===== src/rtl/cp0_except_ctrl_if.sv =====
// Bus between the MEM stage / CP0 register file and the exception sequencer.
// master = pipeline/CP0 side, slave = cp0_except_ctrl.
interface cp0_except_ctrl_if;
  logic        mem_valid;
  logic [31:0] mem_pc;
  logic        mem_delayslot;
  logic [6:0]  mem_exc;
  logic        mem_eret;
  logic [5:0]  hw_int;
  logic [31:0] cp0_status;
  logic [1:0]  cp0_cause_sw;
  logic [31:0] cp0_epc;
  logic [31:0] cp0_count;
  logic [31:0] cp0_compare;
  logic        compare_we;

  logic        except_flush;
  logic [4:0]  except_code;
  logic [31:0] except_pc;
  logic        except_delayslot;
  logic        eret_commit;
  logic [5:0]  ip_hw;
  logic        pipe_flush;
  logic        stall;
  logic        redirect_valid;
  logic [31:0] redirect_pc;

  modport master (
    output mem_valid, mem_pc, mem_delayslot, mem_exc, mem_eret, hw_int,
           cp0_status, cp0_cause_sw, cp0_epc, cp0_count, cp0_compare, compare_we,
    input  except_flush, except_code, except_pc, except_delayslot, eret_commit,
           ip_hw, pipe_flush, stall, redirect_valid, redirect_pc
  );

  modport slave (
    input  mem_valid, mem_pc, mem_delayslot, mem_exc, mem_eret, hw_int,
           cp0_status, cp0_cause_sw, cp0_epc, cp0_count, cp0_compare, compare_we,
    output except_flush, except_code, except_pc, except_delayslot, eret_commit,
           ip_hw, pipe_flush, stall, redirect_valid, redirect_pc
  );
endinterface


===== src/rtl/cp0_except_ctrl.sv =====
// CP0 exception/interrupt sequencer: priority select, drain, fetch redirect.
// Define CP0_TIMER_INT_EN to drive ip_hw[5] from the Count/Compare timer latch.
module cp0_except_ctrl #(
  parameter logic [31:0] EXC_VECTOR   = 32'hBFC0_0380,
  parameter int unsigned DRAIN_CYCLES = 2
) (
  input logic              clk,
  input logic              rst_n,
  cp0_except_ctrl_if.slave bus
);

  typedef enum logic [1:0] {S_IDLE, S_DRAIN, S_REDIRECT} state_t;

  localparam logic [3:0] DRAIN_INIT = 4'(DRAIN_CYCLES - 1);

`ifdef CP0_TIMER_INT_EN
  localparam int unsigned SYNC_W = 5;
`else
  localparam int unsigned SYNC_W = 6;
`endif

  state_t      r_state, w_state_nx;
  logic [3:0]  r_drain_cnt, w_drain_cnt_nx;
  logic [31:0] r_target, w_target_nx;

  logic [SYNC_W-1:0] r_hw_s1, r_hw_s2;
  logic [5:0]        w_ip_hw;
  logic              w_int_req;
  logic              w_exc_hit;
  logic [4:0]        w_exc_code;
  logic              w_exc_take;
  logic              w_eret_take;
  logic              w_unused_bits;

  logic        w_except_flush;
  logic [4:0]  w_except_code;
  logic        w_eret_commit;
  logic        w_pipe_flush;
  logic        w_stall;
  logic        w_redirect_valid;
  logic [31:0] w_redirect_pc;

  always_ff @(posedge clk) begin
    if (!rst_n) begin
      r_hw_s1 <= '0;
      r_hw_s2 <= '0;
    end else begin
      r_hw_s1 <= bus.hw_int[SYNC_W-1:0];
      r_hw_s2 <= r_hw_s1;
    end
  end

`ifdef CP0_TIMER_INT_EN
  logic r_timer;

  // Clear has priority so a Compare write in the match cycle acknowledges it.
  always_ff @(posedge clk) begin
    if (!rst_n) begin
      r_timer <= 1'b0;
    end else if (bus.compare_we) begin
      r_timer <= 1'b0;
    end else if (bus.cp0_count == bus.cp0_compare) begin
      r_timer <= 1'b1;
    end
  end

  assign w_ip_hw       = {r_timer, r_hw_s2};
  assign w_unused_bits = ^{bus.hw_int[5], bus.cp0_status[31:16], bus.cp0_status[7:2]};
`else
  assign w_ip_hw       = r_hw_s2;
  assign w_unused_bits = ^{bus.cp0_count, bus.cp0_compare, bus.compare_we,
                           bus.cp0_status[31:16], bus.cp0_status[7:2]};
`endif

  assign w_int_req = bus.mem_valid && bus.cp0_status[0] && !bus.cp0_status[1] &&
                     (({w_ip_hw, bus.cp0_cause_sw} & bus.cp0_status[15:8]) != 8'h00);

  always_comb begin
    w_exc_hit  = 1'b1;
    w_exc_code = '0;
    if (w_int_req)           w_exc_code = 5'd0;
    else if (bus.mem_exc[0]) w_exc_code = 5'd4;
    else if (bus.mem_exc[1]) w_exc_code = 5'd10;
    else if (bus.mem_exc[2]) w_exc_code = 5'd8;
    else if (bus.mem_exc[3]) w_exc_code = 5'd9;
    else if (bus.mem_exc[4]) w_exc_code = 5'd12;
    else if (bus.mem_exc[5]) w_exc_code = 5'd4;
    else if (bus.mem_exc[6]) w_exc_code = 5'd5;
    else                     w_exc_hit  = 1'b0;
  end

  // Events are suppressed while reset is asserted so every output reads 0.
  assign w_exc_take  = rst_n && bus.mem_valid && w_exc_hit;
  assign w_eret_take = rst_n && bus.mem_valid && bus.mem_eret && !w_exc_hit;

  always_ff @(posedge clk) begin
    if (!rst_n) begin
      r_state     <= S_IDLE;
      r_drain_cnt <= '0;
      r_target    <= '0;
    end else begin
      r_state     <= w_state_nx;
      r_drain_cnt <= w_drain_cnt_nx;
      r_target    <= w_target_nx;
    end
  end

  always_comb begin
    w_state_nx     = r_state;
    w_drain_cnt_nx = r_drain_cnt;
    w_target_nx    = r_target;
    case (r_state)
      S_IDLE: begin
        if (w_exc_take) begin
          w_state_nx     = S_DRAIN;
          w_drain_cnt_nx = DRAIN_INIT;
          w_target_nx    = EXC_VECTOR;
        end else if (w_eret_take) begin
          w_state_nx     = S_DRAIN;
          w_drain_cnt_nx = DRAIN_INIT;
          w_target_nx    = bus.cp0_epc;
        end
      end
      S_DRAIN: begin
        if (r_drain_cnt == 4'd0) w_state_nx = S_REDIRECT;
        else                     w_drain_cnt_nx = r_drain_cnt - 4'd1;
      end
      S_REDIRECT: w_state_nx = S_IDLE;
      default:    w_state_nx = S_IDLE;
    endcase
  end

  always_comb begin
    w_except_flush   = 1'b0;
    w_except_code    = '0;
    w_eret_commit    = 1'b0;
    w_pipe_flush     = 1'b0;
    w_stall          = 1'b0;
    w_redirect_valid = 1'b0;
    w_redirect_pc    = '0;
    case (r_state)
      S_IDLE: begin
        w_except_flush = w_exc_take;
        w_except_code  = w_exc_take ? w_exc_code : 5'd0;
        w_eret_commit  = w_eret_take;
        w_pipe_flush   = w_exc_take || w_eret_take;
      end
      S_DRAIN: begin
        w_stall      = 1'b1;
        w_pipe_flush = 1'b1;
      end
      S_REDIRECT: begin
        w_redirect_valid = 1'b1;
        w_redirect_pc    = r_target;
      end
      default: ;
    endcase
  end

  assign bus.except_flush     = w_except_flush;
  assign bus.except_code      = w_except_code;
  assign bus.except_pc        = rst_n ? bus.mem_pc : '0;
  assign bus.except_delayslot = rst_n && bus.mem_delayslot;
  assign bus.eret_commit      = w_eret_commit;
  assign bus.ip_hw            = w_ip_hw;
  assign bus.pipe_flush       = w_pipe_flush;
  assign bus.stall            = w_stall;
  assign bus.redirect_valid   = w_redirect_valid;
  assign bus.redirect_pc      = w_redirect_pc;

endmodule


===== src/flat_wrapper.sv =====
// flat-port wrapper written by rule: the top's interface ports become plain ports
module cp0_except_ctrl_flat 
#(
  parameter logic [31:0] EXC_VECTOR   = 32'hBFC0_0380,
  parameter int unsigned DRAIN_CYCLES = 2
)
  (clk, rst_n, bus_mem_valid, bus_mem_pc, bus_mem_delayslot, bus_mem_exc, bus_mem_eret, bus_hw_int, bus_cp0_status, bus_cp0_cause_sw, bus_cp0_epc, bus_cp0_count, bus_cp0_compare, bus_compare_we, bus_except_flush, bus_except_code, bus_except_pc, bus_except_delayslot, bus_eret_commit, bus_ip_hw, bus_pipe_flush, bus_stall, bus_redirect_valid, bus_redirect_pc);
  cp0_except_ctrl_if bus_i ();
  input logic clk;
  input logic rst_n;
  input wire logic [$bits(bus_i.mem_valid)-1:0] bus_mem_valid;
  input wire logic [$bits(bus_i.mem_pc)-1:0] bus_mem_pc;
  input wire logic [$bits(bus_i.mem_delayslot)-1:0] bus_mem_delayslot;
  input wire logic [$bits(bus_i.mem_exc)-1:0] bus_mem_exc;
  input wire logic [$bits(bus_i.mem_eret)-1:0] bus_mem_eret;
  input wire logic [$bits(bus_i.hw_int)-1:0] bus_hw_int;
  input wire logic [$bits(bus_i.cp0_status)-1:0] bus_cp0_status;
  input wire logic [$bits(bus_i.cp0_cause_sw)-1:0] bus_cp0_cause_sw;
  input wire logic [$bits(bus_i.cp0_epc)-1:0] bus_cp0_epc;
  input wire logic [$bits(bus_i.cp0_count)-1:0] bus_cp0_count;
  input wire logic [$bits(bus_i.cp0_compare)-1:0] bus_cp0_compare;
  input wire logic [$bits(bus_i.compare_we)-1:0] bus_compare_we;
  output wire logic [$bits(bus_i.except_flush)-1:0] bus_except_flush;
  output wire logic [$bits(bus_i.except_code)-1:0] bus_except_code;
  output wire logic [$bits(bus_i.except_pc)-1:0] bus_except_pc;
  output wire logic [$bits(bus_i.except_delayslot)-1:0] bus_except_delayslot;
  output wire logic [$bits(bus_i.eret_commit)-1:0] bus_eret_commit;
  output wire logic [$bits(bus_i.ip_hw)-1:0] bus_ip_hw;
  output wire logic [$bits(bus_i.pipe_flush)-1:0] bus_pipe_flush;
  output wire logic [$bits(bus_i.stall)-1:0] bus_stall;
  output wire logic [$bits(bus_i.redirect_valid)-1:0] bus_redirect_valid;
  output wire logic [$bits(bus_i.redirect_pc)-1:0] bus_redirect_pc;
  assign bus_i.mem_valid = bus_mem_valid;
  assign bus_i.mem_pc = bus_mem_pc;
  assign bus_i.mem_delayslot = bus_mem_delayslot;
  assign bus_i.mem_exc = bus_mem_exc;
  assign bus_i.mem_eret = bus_mem_eret;
  assign bus_i.hw_int = bus_hw_int;
  assign bus_i.cp0_status = bus_cp0_status;
  assign bus_i.cp0_cause_sw = bus_cp0_cause_sw;
  assign bus_i.cp0_epc = bus_cp0_epc;
  assign bus_i.cp0_count = bus_cp0_count;
  assign bus_i.cp0_compare = bus_cp0_compare;
  assign bus_i.compare_we = bus_compare_we;
  assign bus_except_flush = bus_i.except_flush;
  assign bus_except_code = bus_i.except_code;
  assign bus_except_pc = bus_i.except_pc;
  assign bus_except_delayslot = bus_i.except_delayslot;
  assign bus_eret_commit = bus_i.eret_commit;
  assign bus_ip_hw = bus_i.ip_hw;
  assign bus_pipe_flush = bus_i.pipe_flush;
  assign bus_stall = bus_i.stall;
  assign bus_redirect_valid = bus_i.redirect_valid;
  assign bus_redirect_pc = bus_i.redirect_pc;
  cp0_except_ctrl #(.EXC_VECTOR(EXC_VECTOR), .DRAIN_CYCLES(DRAIN_CYCLES)) u_core (.clk(clk), .rst_n(rst_n), .bus(bus_i));
endmodule

===== config.mk =====
export PLATFORM = sky130hd
export DESIGN_NAME = cp0_except_ctrl_flat
export DESIGN_NICKNAME = d
export VERILOG_FILES = /design/src/rtl/cp0_except_ctrl_if.sv /design/src/rtl/cp0_except_ctrl.sv /design/src/flat_wrapper.sv
export SDC_FILE = /design/constraint.sdc
export NUM_CORES = 1
export LEC_CHECK = 0
export ABC_CLOCK_PERIOD_IN_PS = 3700
export CAP_MARGIN = 5
export CORE_AREA = 2 2 102 104
export DETAILED_ROUTE_END_ITERATION = 8
export DIE_AREA = 0 0 104 106
export GPL_TIMING_DRIVEN = 0
export PLACE_DENSITY = 0.7
export SKIP_CTS_REPAIR_TIMING = 1
export SYNTH_ARGS = -nofsm -noshare
export SYNTH_HDL_FRONTEND = slang
export SYNTH_SLANG_ARGS = --single-unit

===== constraint.sdc =====
create_clock -name clk -period 3.7 [get_ports clk]
set_input_delay 0.37 -clock clk [delete_from_list [all_inputs] [get_ports clk]]
set_output_delay 0.37 -clock clk [all_outputs]
set_load 0.02 [all_outputs]

==> impl_metrics.tcl <==
set metrics [dict create \
    p_int_w 0.000947 \
    grt_start_max_net_pins 17 \
    synth_cell_types 37 \
    wl_per_cell_um 13.3 \
    hold_violations 0 \
    synth_nets 426 \
    max_freq_mhz 299 \
    seq_power_share_pct 45.1 \
    p_sw_w 0.000323 \
    die_area_mm2 0.0110 \
    hpwl_mm 6.17 \
    rsz0062_at_grt "false" \
    via_count 2416 \
    syn_area_mm2 0.00231 \
    clk_pin_slew_ns 0.10 \
    drt_iter0_drc 84 \
    dieHeight_um 106 \
    clock_path_buffers 2 \
    netlist_top_cells_area "dfxtp_1 (43%), and2_1 (21%), a22o_2 (8.2%)" \
    finalSetupViolCount 0 \
    cp_max_fo 3 \
    finClkSkew_ns 0.0110 \
    final_max_slew_viol_count 0 \
    synth-edff-count 0 \
    p_leak_nw 1.65 \
    grt_pass1_vias 2464 \
    num_io_pins 262 \
    synth_xor_xnor_area_share_pct 0 \
    syn_avg_cell_area_um2 9.49 \
    seq_area_frac_synth_pct 43.4 \
    yosys_warnings 0 \
    post-place-ws_ns 0.366 \
    p_per_area_mw_per_mm2 295 \
    viasPerCell 4.32 \
    port_buffers 172 \
    wirelength_mm 7.45 \
    cts_htree_levels 2 \
    ir_worst_vdd_uv 156 \
    die_w_um 104 \
    grt_first_pass_wirelength_mm 12.0 \
    combPwrFrac_pct 24.5 \
    period_share_pct 90.4 \
    drive_gt1_share_pct 12.8 \
    synth_top_area_share_pct 43.4 \
    worst_slack_ns 0.356 \
    ys_ff_latch 50 \
    switching_share_pct 25.4 \
    grt_antenna_before_repair 0 \
    cts_tree "yes" \
    routabilityCongestion 0.811 \
    start_util_pct 23.1 \
    synth_top_family_by_area "simple AND/OR/NAND/NOR gates" \
    synth-compound-area-share_pct 20.1 \
    period_minus_slack_ns 3.34 \
    gr-total-overflow 0 \
    synth_ff_type "dfxtp_1" \
    postSynth.asyncResetShare_pct 0 \
    worstPathRequired_ns 3.33 \
    crit_path_end_kind "primary output" \
    fin_area_mm2 0.00431 \
    drtPass1Iterations 4 \
    synth_fa_ha_area_share_pct 1.09 \
    synthSimpleGateAreaFrac_pct 29.0 \
    r2r_cells 6 \
    clk_latency_ns 0.30 \
    fp-row-count 37 \
    numCtsBuffers 5 \
    holdPathStages 1 \
    insertedDiodeCount 0 \
    drc_errors 0 \
    syn_inst 243 \
    core_mm2 0.0100 \
    grt_usage_pct 13.3 \
    hold_path_startpoint "u_core.r_hw_s1[4]$_SDFF_PN0_" \
    holdWs_ns 0.441 \
    timing.rr.start "u_core.bus.ip_hw[1]$_SDFF_PN0_" \
    synth_mux_area_share_pct 0.434 \
    area_delta_synth_final_pct 86.9 \
    p_clk_share_pct 30.4 \
    maxCapViolCount 0 \
    startpoint "bus_cp0_cause_sw[0]" \
    startpoint_type "input pin" \
    synth_top_cell_by_area "dfxtp_1" \
    fin_cells 559 \
    nets 605 \
    clkSinkCount 50 \
    hold_path.class "reg -> reg" \
    dpl_cell_area_mm2 0.00420 \
    worstSetupPathType "in -> out" \
    tns_ns 0 \
    dp.cells 551 \
    status "finished, final reports clean" \
    postRouteAntennaNets 0 \
    cts_root_buffer "clkbuf_8" \
    cp.arrival_ns 2.97 \
]
through the flow:
step	total power (W)	util, %
floorplan	0.000716	-
global placement	0.000894	42.0
detailed placement	0.000899	42.0
CTS	0.00129	43.1
global route	0.00133	43.1
finish	0.00127	43.1
critical path, cell delays in order:
cell	delay [ns]
clkdlybuf4s50_1	0.40
a22oi_1	0.19
nand4_1	0.19
and2_1	0.19
or4b_2	0.65
nor4_1	0.29
clkdlybuf4s50_1	0.68
state kept, by name (all words and copies together), names as in the netlist:
| signal | count |
|---|---|
| u_core.bus.ip_hw | 6 |
| u_core.r_target | 32 |
| u_core.r_drain_cnt | 4 |
| u_core.r_hw_s1 | 6 |
| u_core.r_state | 2 |
synth_stat cells (3+ instances only):
cell	number
a22o_2	19
buf_2	4
clkbuf_1	9
or3_1	3
a22oi_1	4
dfxtp_1	50
a21oi_1	6
nand2_1	4
nor2_1	9
buf_6	3
inv_1	9
nor3_1	5
o221a_2	12
and2_1	78
final cells by class:
class	instances	area, µm²
buffer	17	95.1
clock buffer	5	68.8
clock inverter	3	43.8
fill	1000	5690
inverter	10	37.5
multi-input combinational	166	1170
sequential	50	1000
tap	136	170
timing repair buffer	172	1720
layout by cell type (no fill, tap or decap), types with 4 or more instances in the layout:
cell type	count
clkbuf_1	9
and2_1	78
clkdlybuf4s50_1	172
dfxtp_1	50
o221a_2	12
clkbuf_8	5
a22o_2	19
nor3_1	5
nand2_1	4
nor2_1	9
a22oi_1	4
a21oi_1	6
buf_2	4
inv_1	9
kinds of logic (layout without fill, tap and decap cells):
family | count (synthesis) | in the layout
adder cells (fa/ha/maj) | 2 | 2
buffers and inverters | 27 | 207
multiplexers | 1 | 1
flip-flops | 50 | 50
AND/OR/NAND/NOR | 111 | 111
other | 1 | 1
AO/OA/AOI/OAI | 51 | 51
power groups by stage:
stage	sequential (W)	clock, W	combinational [W]
2_1_floorplan	0.000585	0	0.000131
3_3_place_gp	0.000585	0	0.000310
3_5_place_dp	0.000585	0	0.000313
4_1_cts	0.000573	0.000398	0.000315
5_1_grt	0.000576	0.000418	0.000338
6_report	0.000573	0.000386	0.000311
routing by layer:
layer	vias up	GRT usage [%]	routed length (µm)
li1	1197	-	-
met1	1092	15.5	3170
met2	123	23.0	3490
met3	4	5.33	734
met4	0	2.90	59
met5	-	0	0
path summary, 6_finish.rpt:
check / endpoint / slack [ns]
hold reg to reg: u_core.bus.ip_hw[4]$_SDFF_PN0_ / 0.44
setup reg to reg: u_core.r_target[29]$_SDFFE_PN0P_ / 1.91
hold / removal: u_core.bus.ip_hw[4]$_SDFF_PN0_ / 0.44
setup / recovery: bus_except_code[0] / 0.36
Note: power is estimated with default switching activity, not from simulation.
